## config.mk

```make
export PLATFORM = sky130hd
export DESIGN_NAME = reg_file_arbiter
export DESIGN_NICKNAME = d
export VERILOG_FILES = /design/src/rtl/reg_file_arbiter.sv
export SDC_FILE = /design/constraint.sdc
export NUM_CORES = 1
export LEC_CHECK = 0
export CAP_MARGIN = 0
export CORE_ASPECT_RATIO = 0.75
export CORE_MARGIN = 1
export CORE_UTILIZATION = 35
export DETAILED_ROUTE_END_ITERATION = 10
export PLACE_DENSITY = 0.7
export SLEW_MARGIN = 10
export SYNTH_ARGS = -nofsm -noshare
export SYNTH_HDL_FRONTEND = slang
export SYNTH_SLANG_ARGS = --single-unit
```

## constraint.sdc

```tcl
create_clock -name Clk -period 2.8 [get_ports Clk]
set_input_delay 0.56 -clock Clk [delete_from_list [all_inputs] [get_ports Clk]]
set_output_delay 0.56 -clock Clk [all_outputs]
set_load 0.005 [all_outputs]
```

## src/rtl/reg_file_arbiter.sv

```systemverilog
// rtl/reg_file_arbiter.sv - two-requester register file write arbiter with clear sweep
module reg_file_arbiter #(
    parameter int ADDR_W = 5,
    parameter int DATA_W = 32
) (
    input  logic              Clk,
    input  logic              Reset,
    input  logic              Req0,
    input  logic              Req1,
    input  logic [ADDR_W-1:0] Addr0,
    input  logic [ADDR_W-1:0] Addr1,
    input  logic [DATA_W-1:0] Data0,
    input  logic [DATA_W-1:0] Data1,
    input  logic              Clr,
    output logic              Gnt0,
    output logic              Gnt1,
    output logic              Write_Reg,
    output logic [ADDR_W-1:0] W_Addr,
    output logic [DATA_W-1:0] W_Data,
    output logic              Busy,
    output logic              Done
);

    typedef enum logic [1:0] {
        IDLE  = 2'd0,
        WRITE = 2'd1,
        CLEAR = 2'd2
    } state_t;

    localparam logic [ADDR_W-1:0] LAST_ADDR = {ADDR_W{1'b1}};
    localparam logic [ADDR_W-1:0] ADDR_ONE  = {{(ADDR_W-1){1'b0}}, 1'b1};

    state_t            state, state_nxt;
    logic [ADDR_W-1:0] cnt, cnt_nxt;
    logic              last, last_nxt;
    logic              gnt0_nxt, gnt1_nxt, wr_nxt, busy_nxt, done_nxt;
    logic [ADDR_W-1:0] addr_nxt;
    logic [DATA_W-1:0] data_nxt;
    logic              win1;

    // Requester 1 wins when alone, or when both ask and requester 0 was served last.
    assign win1 = Req1 && (!Req0 || !last);

    always_comb begin
        state_nxt = state;
        cnt_nxt   = cnt;
        last_nxt  = last;
        gnt0_nxt  = 1'b0;
        gnt1_nxt  = 1'b0;
        wr_nxt    = 1'b0;
        busy_nxt  = 1'b0;
        done_nxt  = 1'b0;
        addr_nxt  = W_Addr;
        data_nxt  = W_Data;
        case (state)
            IDLE: begin
                if (Clr) begin
                    state_nxt = CLEAR;
                    cnt_nxt   = '0;
                    wr_nxt    = 1'b1;
                    busy_nxt  = 1'b1;
                    addr_nxt  = '0;
                    data_nxt  = '0;
                end else if (Req0 || Req1) begin
                    state_nxt = WRITE;
                    wr_nxt    = 1'b1;
                    last_nxt  = win1;
                    gnt0_nxt  = !win1;
                    gnt1_nxt  = win1;
                    addr_nxt  = win1 ? Addr1 : Addr0;
                    data_nxt  = win1 ? Data1 : Data0;
                end
            end
            WRITE: begin
                state_nxt = IDLE;
            end
            CLEAR: begin
                // The Done cycle is spent in IDLE, so a pending Req is granted right after it.
                if (cnt == LAST_ADDR) begin
                    state_nxt = IDLE;
                    cnt_nxt   = '0;
                    done_nxt  = 1'b1;
                end else begin
                    cnt_nxt  = cnt + ADDR_ONE;
                    wr_nxt   = 1'b1;
                    busy_nxt = 1'b1;
                    addr_nxt = cnt + ADDR_ONE;
                    data_nxt = '0;
                end
            end
            default: begin
                state_nxt = IDLE;
            end
        endcase
    end

    always_ff @(posedge Clk) begin
        if (Reset) begin
            state     <= IDLE;
            cnt       <= '0;
            last      <= 1'b1;
            Gnt0      <= 1'b0;
            Gnt1      <= 1'b0;
            Write_Reg <= 1'b0;
            Busy      <= 1'b0;
            Done      <= 1'b0;
            W_Addr    <= '0;
            W_Data    <= '0;
        end else begin
            state     <= state_nxt;
            cnt       <= cnt_nxt;
            last      <= last_nxt;
            Gnt0      <= gnt0_nxt;
            Gnt1      <= gnt1_nxt;
            Write_Reg <= wr_nxt;
            Busy      <= busy_nxt;
            Done      <= done_nxt;
            W_Addr    <= addr_nxt;
            W_Data    <= data_nxt;
        end
    end

endmodule
```

==> metrics, run 1 <==
RSZ-0062 raised after global routing=false; Net Sw Power=0.402 mW; top cell type by total area after synthesis=dfxtp_1; Finished Core Util=58.1%; Pint=1.19 mW; largest family of logic cells by synthesized area=compound AO/OA/AOI/OAI gates; Post-synth top cells=dfxtp_1, nor2_1, mux2_2; Largest stage delay, worst path=0.56 ns; Max VDD drop=207 µV; Post-DP HPWL=about 4600 µm; Max-Cap Viols=0; Port Buffers=120; final setup skew=0.00992 ns; CP Max Fanout=15; clk_lat worst skew=0.30 ns; Die Y=between 70 and 80 µm; slew at the pin closest to its max-slew limit=0.710 ns; sw frac=25.3%; Post-CTS Resized=0; post-synthesis register bit count=50; Post-Synth XOR/XNOR Area=less than 1%; worst hold path type=register to register; largest net degree at the start of global routing=40; crit path cell chain=ha_1 -> and3_1 -> ha_1 -> a221o_2 -> buf_4 -> a22oi_1 -> nor2_1; crit path DAT=between 2 and 3 ns; Synth Instances=229; post-synthesis average cell area=10.5 µm²; Primary FF master, synth=dfxtp_1; # nets final=428; final instance area=3740 µm²; slew margin rel.=between 50% and 60%; GRT overflow=0; Adder-Cell Fraction of Synth Area=approximately 1.6%; Routed Antenna Nets=0; critical path capture point type=register; Detailed Routing Iterations Pass 1=4; pwr dens=425 nW/µm²; Most common cell on crit path=ha_1; critical path launch point type=register; top-count cell post-synth=dfxtp_1; min Tclk post-route=about 2.3 ns; share of cells above drive strength 1=23.3%; drt drc=0; mux share of post-synthesis cell area=between 15 and 20%; Std-Cell Rows=25; postcts setup bufs=0; crit path kind=register to register; Buf+Inv Stages, Crit Path=1; Avg WL per Cell=about 14 µm; CP max stage cell=a221o_2; post-synthesis async set-or-reset flop share=0%; syn nets=311; post-synthesis simple-gate area fraction=between 10 and 15%; clock buffer count from CTS=5; Sequential Power Share=between 40% and 50%; Max Fclk=429 MHz; Sink Count=50; H-Tree Level Count=2; Worst-path clk slew=about 0.090 ns; Yosys warning count=0; die width=97.6 µm; Crit path max-delay family=compound AO/OA/AOI/OAI gates; Static Leakage=1.36 nW; Setup violations, final=0; max-slew violations=0; Synth Area in Compound Gates=19.8%; vias=2146; clock tree buffer depth=2; Clock Power Share=between 20% and 30%; routability cong.=0.781; status=finished clean; GRT Util Overall=17.4%; dpl cell area=3650 µm²; first-pass GRT wire length=9970 µm; CTS tree=yes; Post-synth EDFFs=0; initial antenna violation count=0; Hold-fix buffers, CTS=0; Seq/Total Area, Yosys=a little over two fifths; fillers=570; Initial Util=37.2%; Routed WL=6160 µm; Core Region=6440 µm²; Post-Syn Area=2400 µm²; Worst Path Required=2.97 ns; Setup TNS Final=0 ns; Clock Tree Root=clkbuf_8; area grow syn2layout=56.1%; antenna cells=0; Netlist cell types=35; Final period util=between 80% and 90%; Final Hold Viols=0; die area=roughly 7200 µm²; Top Ports=121; via/cell ratio=5.01; vias in the first global route=2083; combinational power share=24.6%; initial DRC count=slightly above 80; synth top area cells=dfxtp_1, mux2_2, a22oi_2; Synth top area share=41.8%
[path summary, 6_finish.rpt]
kind	start	to	depth (start not counted)	slack, ns
max reg2reg	cnt[0]	W_Data[20]	7	0.47
min	W_Addr[0]	W_Addr[0]	2	0.50
min reg2reg	W_Addr[0]	W_Addr[0]	2	0.50
max	cnt[0]	W_Data[20]	7	0.47
[layout make-up]
cell class / count / area, µm² / area share [%]
timing repair buffer: 128 / 1260 / 33.6
multi-input combinational: 161 / 1290 / 34.4
clock inverter: 2 / 12.5 / 0.334
tap: 81 / 101 / 2.71
sequential: 50 / 1000 / 26.7
clock buffer: 6 / 82.6 / 2.21
[through the flow]
| step | hold slack (ns) | power, mW | instances | setup WS (ns) |
|---|---|---|---|---|
| final | 0.495 | 1.59 | 428 | 0.470 |
| after global routing | 0.521 | 1.68 | 428 | 0.322 |
| after CTS | 0.501 | 1.61 | 428 | 0.474 |
| after detailed placement | 0.485 | 1.18 | 420 | 0.259 |
| after global placement | 0.483 | 1.18 | 420 | 0.319 |
| after floorplan | 0.457 | 0.980 | 229 | 0.833 |
[worst reg2reg max path: stages, from the launching register on]
cell and delay (ns):
dfxtp_1 0.36, ha_1 0.26, and3_1 0.22, ha_1 0.27, a221o_2 0.56, buf_4 0.28, a22oi_1 0.22, nor2_1 0.05
[placed cells by master (no fill, tap or decap), types with 2 or more instances in the layout]
master	instances
clkdlybuf4s50_1	119
dfxtp_1	50
nor2_1	44
mux2_2	37
a22oi_2	20
a22oi_1	13
buf_4	8
nor3_1	7
clkbuf_8	6
nand2_1	4
a221oi_1	3
a211oi_1	3
a21oi_1	3
ha_1	3
nor2_2	2
or4_1	2
nor3b_1	2
o21ai_0	2
[routing by layer]
layer,vias up,wire [µm],GRT usage [%]
met4,0,29,4.41
li1,1065,-,-
met5,-,0,0
met1,997,2740,21.5
met3,2,590,7.23
met2,82,2800,28.3
[cell families after synthesis]
kind of cell               after synthesis
and+or+nand+nor                         70
DFF                                     50
AOI/OAI and AO/OA                       49
muxes                                   37
buffers and inverters                   18
adders and majority gates                3
xor gates and xnor gates                 2
[state kept, by name, indices dropped and copies added, names as in the netlist]
signal	flops
Write_Reg	1
W_Data	32
Done	1
state	2
Gnt0	1
Busy	1
last	1
W_Addr	5
cnt	5
Gnt1	1
[power groups by stage]
stage	combinational [mW]	clock, mW	sequential [mW]
2_1_floorplan	0.195	0	0.785
3_3_place_gp	0.390	0	0.787
3_5_place_dp	0.394	0	0.787
4_1_cts	0.397	0.447	0.771
5_1_grt	0.425	0.479	0.777
6_report	0.391	0.428	0.771
Power figures use the tool's default switching activity.
==> inputs of run 2 (changes only) <==
--- a/config.mk
+++ b/config.mk
@@ -10,7 +10,7 @@
 export CORE_MARGIN = 1
 export CORE_UTILIZATION = 35
 export DETAILED_ROUTE_END_ITERATION = 10
-export PLACE_DENSITY = 0.7
+export PLACE_DENSITY = 0.72
 export SLEW_MARGIN = 10
 export SYNTH_ARGS = -nofsm -noshare
 export SYNTH_HDL_FRONTEND = slang
==> constraint.sdc (replaced) <==
create_clock -name Clk -period 1.95 [get_ports Clk]
set_input_delay 0.39 -clock Clk [delete_from_list [all_inputs] [get_ports Clk]]
set_output_delay 0.39 -clock Clk [all_outputs]
set_load 0.005 [all_outputs]
==> run 2 against run 1 <==
Clock skew fell by 0.0048 ns. Sequential power increased by 44%. First-iteration DRC count shrank 6.1%. Final cell count rose by 3.3%. Core utilization up 4.6 points. Setup slack got worse by 0.41 ns. Maximum frequency rose by 23%. Total power is 57% higher. Worst hold slack worse by 0.0023 ns. Design area up 8.0%.
==> metrics, run 2 (synthesis gave the netlist of run 1 again) <==
status=finished clean (unchanged); GR met2 Demand/Resource=26.8% (was 28.3%); RSZ-0062 raised after global routing=false (unchanged); slew margin rel.=61.4% (was 52.7%); GR Util met3=7.80% (was 7.23%); # nets final=443 (was 428); Std-Cell Rows=25 (unchanged); Avg WL per Cell=15.1 µm (was 14.4 µm); Hold-fix buffers, CTS=0 (unchanged); largest net degree at the start of global routing=32 (was 40); die area=7190 µm² (unchanged); CP Max Fanout=8 (was 15); clock buffer count from CTS=5 (unchanged); Setup violations, final=0 (unchanged); slew at the pin closest to its max-slew limit=0.578 ns (was 0.710 ns); grt peak-use layer=met2 (unchanged); max reg flops=32 (unchanged); Final period util=97.1% (was 83.2%); vias=2258 (was 2146); H-Tree Level Count=2 (unchanged); Routed WL=6660 µm (was 6160 µm); Post-DP HPWL=4700 µm (was 4560 µm); Final Hold Viols=0 (unchanged); multi-input logic area=1360 µm² (was 1290 µm²); Static Leakage=1.48 nW (was 1.36 nW); pwr dens=618 nW/µm² (was 425 nW/µm²); vias in the first global route=2128 (was 2083); clock tree buffer depth=2 (unchanged); Final Instance Count excl. Fillers=442 (was 428); commonest non-fill, non-tap cell in the layout=clkdlybuf4s50_1 (unchanged); Initial Util=37.2% (unchanged); final setup skew=0.00509 ns (was 0.00992 ns); Sink Count=50 (unchanged); commonest non-fill, non-tap cells in the layout=clkdlybuf4s50_1, dfxtp_1, nor2_1 (unchanged); initial DRC count=77 (was 82); postcts setup bufs=0 (unchanged); Top Ports=121 (unchanged); Worst-path clk slew=0.09 ns (about the same); Detailed Routing Iterations Pass 1=4 (unchanged); final instance area=4040 µm² (was 3740 µm²); Reg with most FFs=W_Data (unchanged); area grow syn2layout=68.5% (was 56.1%); GRT overflow=0 (unchanged); Routed Antenna Nets=0 (unchanged); first-pass GRT wire length=10100 µm (was 9970 µm); max-slew violations=0 (unchanged); drt drc=0 (unchanged); crit path kind=register to register (unchanged); critical path launch point type=register (unchanged); GRT Util Overall=17.4% (about the same); initial antenna violation count=0 (unchanged); CTS tree=yes (unchanged); share of cells above drive strength 1=28.8% (was 23.3%); worst hold path type=register to register (unchanged); via/cell ratio=5.11 (was 5.01); fillers=535 (was 570); die width=97.6 µm (unchanged); Core Region=6440 µm² (unchanged); crit path DAT=2.07 ns (was 2.50 ns); Clock Tree Root=clkbuf_8 (unchanged); placed cells=431 (was 420); critical path capture point type=register (unchanged); GR Util met1=22.3% (was 21.5%); Die Y=73.7 µm (unchanged); sequential cell area=1000 µm² (about the same); Setup TNS Final=0 ns (unchanged); min Tclk post-route=1.89 ns (was 2.33 ns); routability cong.=0.780 (was 0.781); Finished Core Util=62.7% (was 58.1%); Max Fclk=528 MHz (was 429 MHz); antenna cells=0 (unchanged); Port Buffers=120 (unchanged); Max-Cap Viols=0 (unchanged); dpl cell area=3790 µm² (was 3650 µm²); Worst Path Required=2.12 ns (was 2.97 ns); Max VDD drop=417 µV (was 207 µV); biggest regs=W_Data: 32 flops, W_Addr: 5 flops, cnt: 5 flops (unchanged); clk_lat worst skew=0.30 ns (about the same)
-- run 2: cell count changes in the layout (fill, tap and decap cells not counted), moves of 2 or more --
cell,previous run,this run
dfxtp_2,0,2
dfxtp_1,50,48
a22oi_2,20,24
buf_12,0,5
ha_1,3,1
buf_4,8,14
clkbuf_16,0,2
ha_4,0,2
a22oi_1,13,9
-- run 2: timing repair --
| action | 4_1_cts | 5_1_grt |
|---|---|---|
| resized for setup | 1 | 10 |
| setup endpoints to repair | 23 | 34 |
| gates cloned | 0 | 4 |
| pin swaps | 1 | 14 |
-- run 2: path summary, 6_finish.rpt --
path	start	end	slack, ns	cells past startpoint
worst max-delay path	cnt[0]	W_Data[20]	0.06	7
worst min-delay path	W_Addr[4]	W_Addr[4]	0.49	2
worst min register to register	W_Addr[4]	W_Addr[4]	0.49	2
worst max register to register	cnt[0]	W_Data[20]	0.06	7
-- run 2: cell type report --
cell class / count / share of cell area [%]
timing repair buffer: 142 / 36.2
multi-input combinational: 162 / 33.7
sequential: 50 / 24.8
tap: 81 / 2.51
clock buffer: 6 / 2.04
clock inverter: 1 / 0.743
-- run 2: stage by stage --
stage / total power [mW] / hold WS, ns / setup slack [ns]
finish: 2.50 / 0.493 / 0.0561
global route: 2.62 / 0.535 / 0.00225
CTS: 2.48 / 0.497 / 0.0231
detailed placement: 1.74 / 0.484 / -0.165
global placement: 1.73 / 0.486 / -0.140
floorplan: 1.41 / 0.457 / 0.0275
-- run 2: worst max-delay path: stages (launching register included) --
cell,delay (ns)
dfxtp_2,0.35
ha_4,0.16
and3_4,0.18
ha_4,0.17
a221o_4,0.51
buf_12,0.18
a22oi_2,0.17
nor2_1,0.05
-- run 2: layer usage --
| layer | wire length (µm) | vias to the layer above | share of wire, % |
|---|---|---|---|
| met5 | 0 | - | 0 |
| met4 | 55 | 0 | 0.83 |
| met3 | 715 | 6 | 11 |
| met2 | 2940 | 98 | 44 |
| met1 | 2950 | 1057 | 44 |
| li1 | - | 1097 | - |
-- run 2: where the power goes --
group / switching (mW) / total, mW / internal [mW]
Combinational: 0.236 / 0.642 / 0.407
Clock: 0.334 / 0.744 / 0.411
Sequential: 0.0384 / 1.11 / 1.07
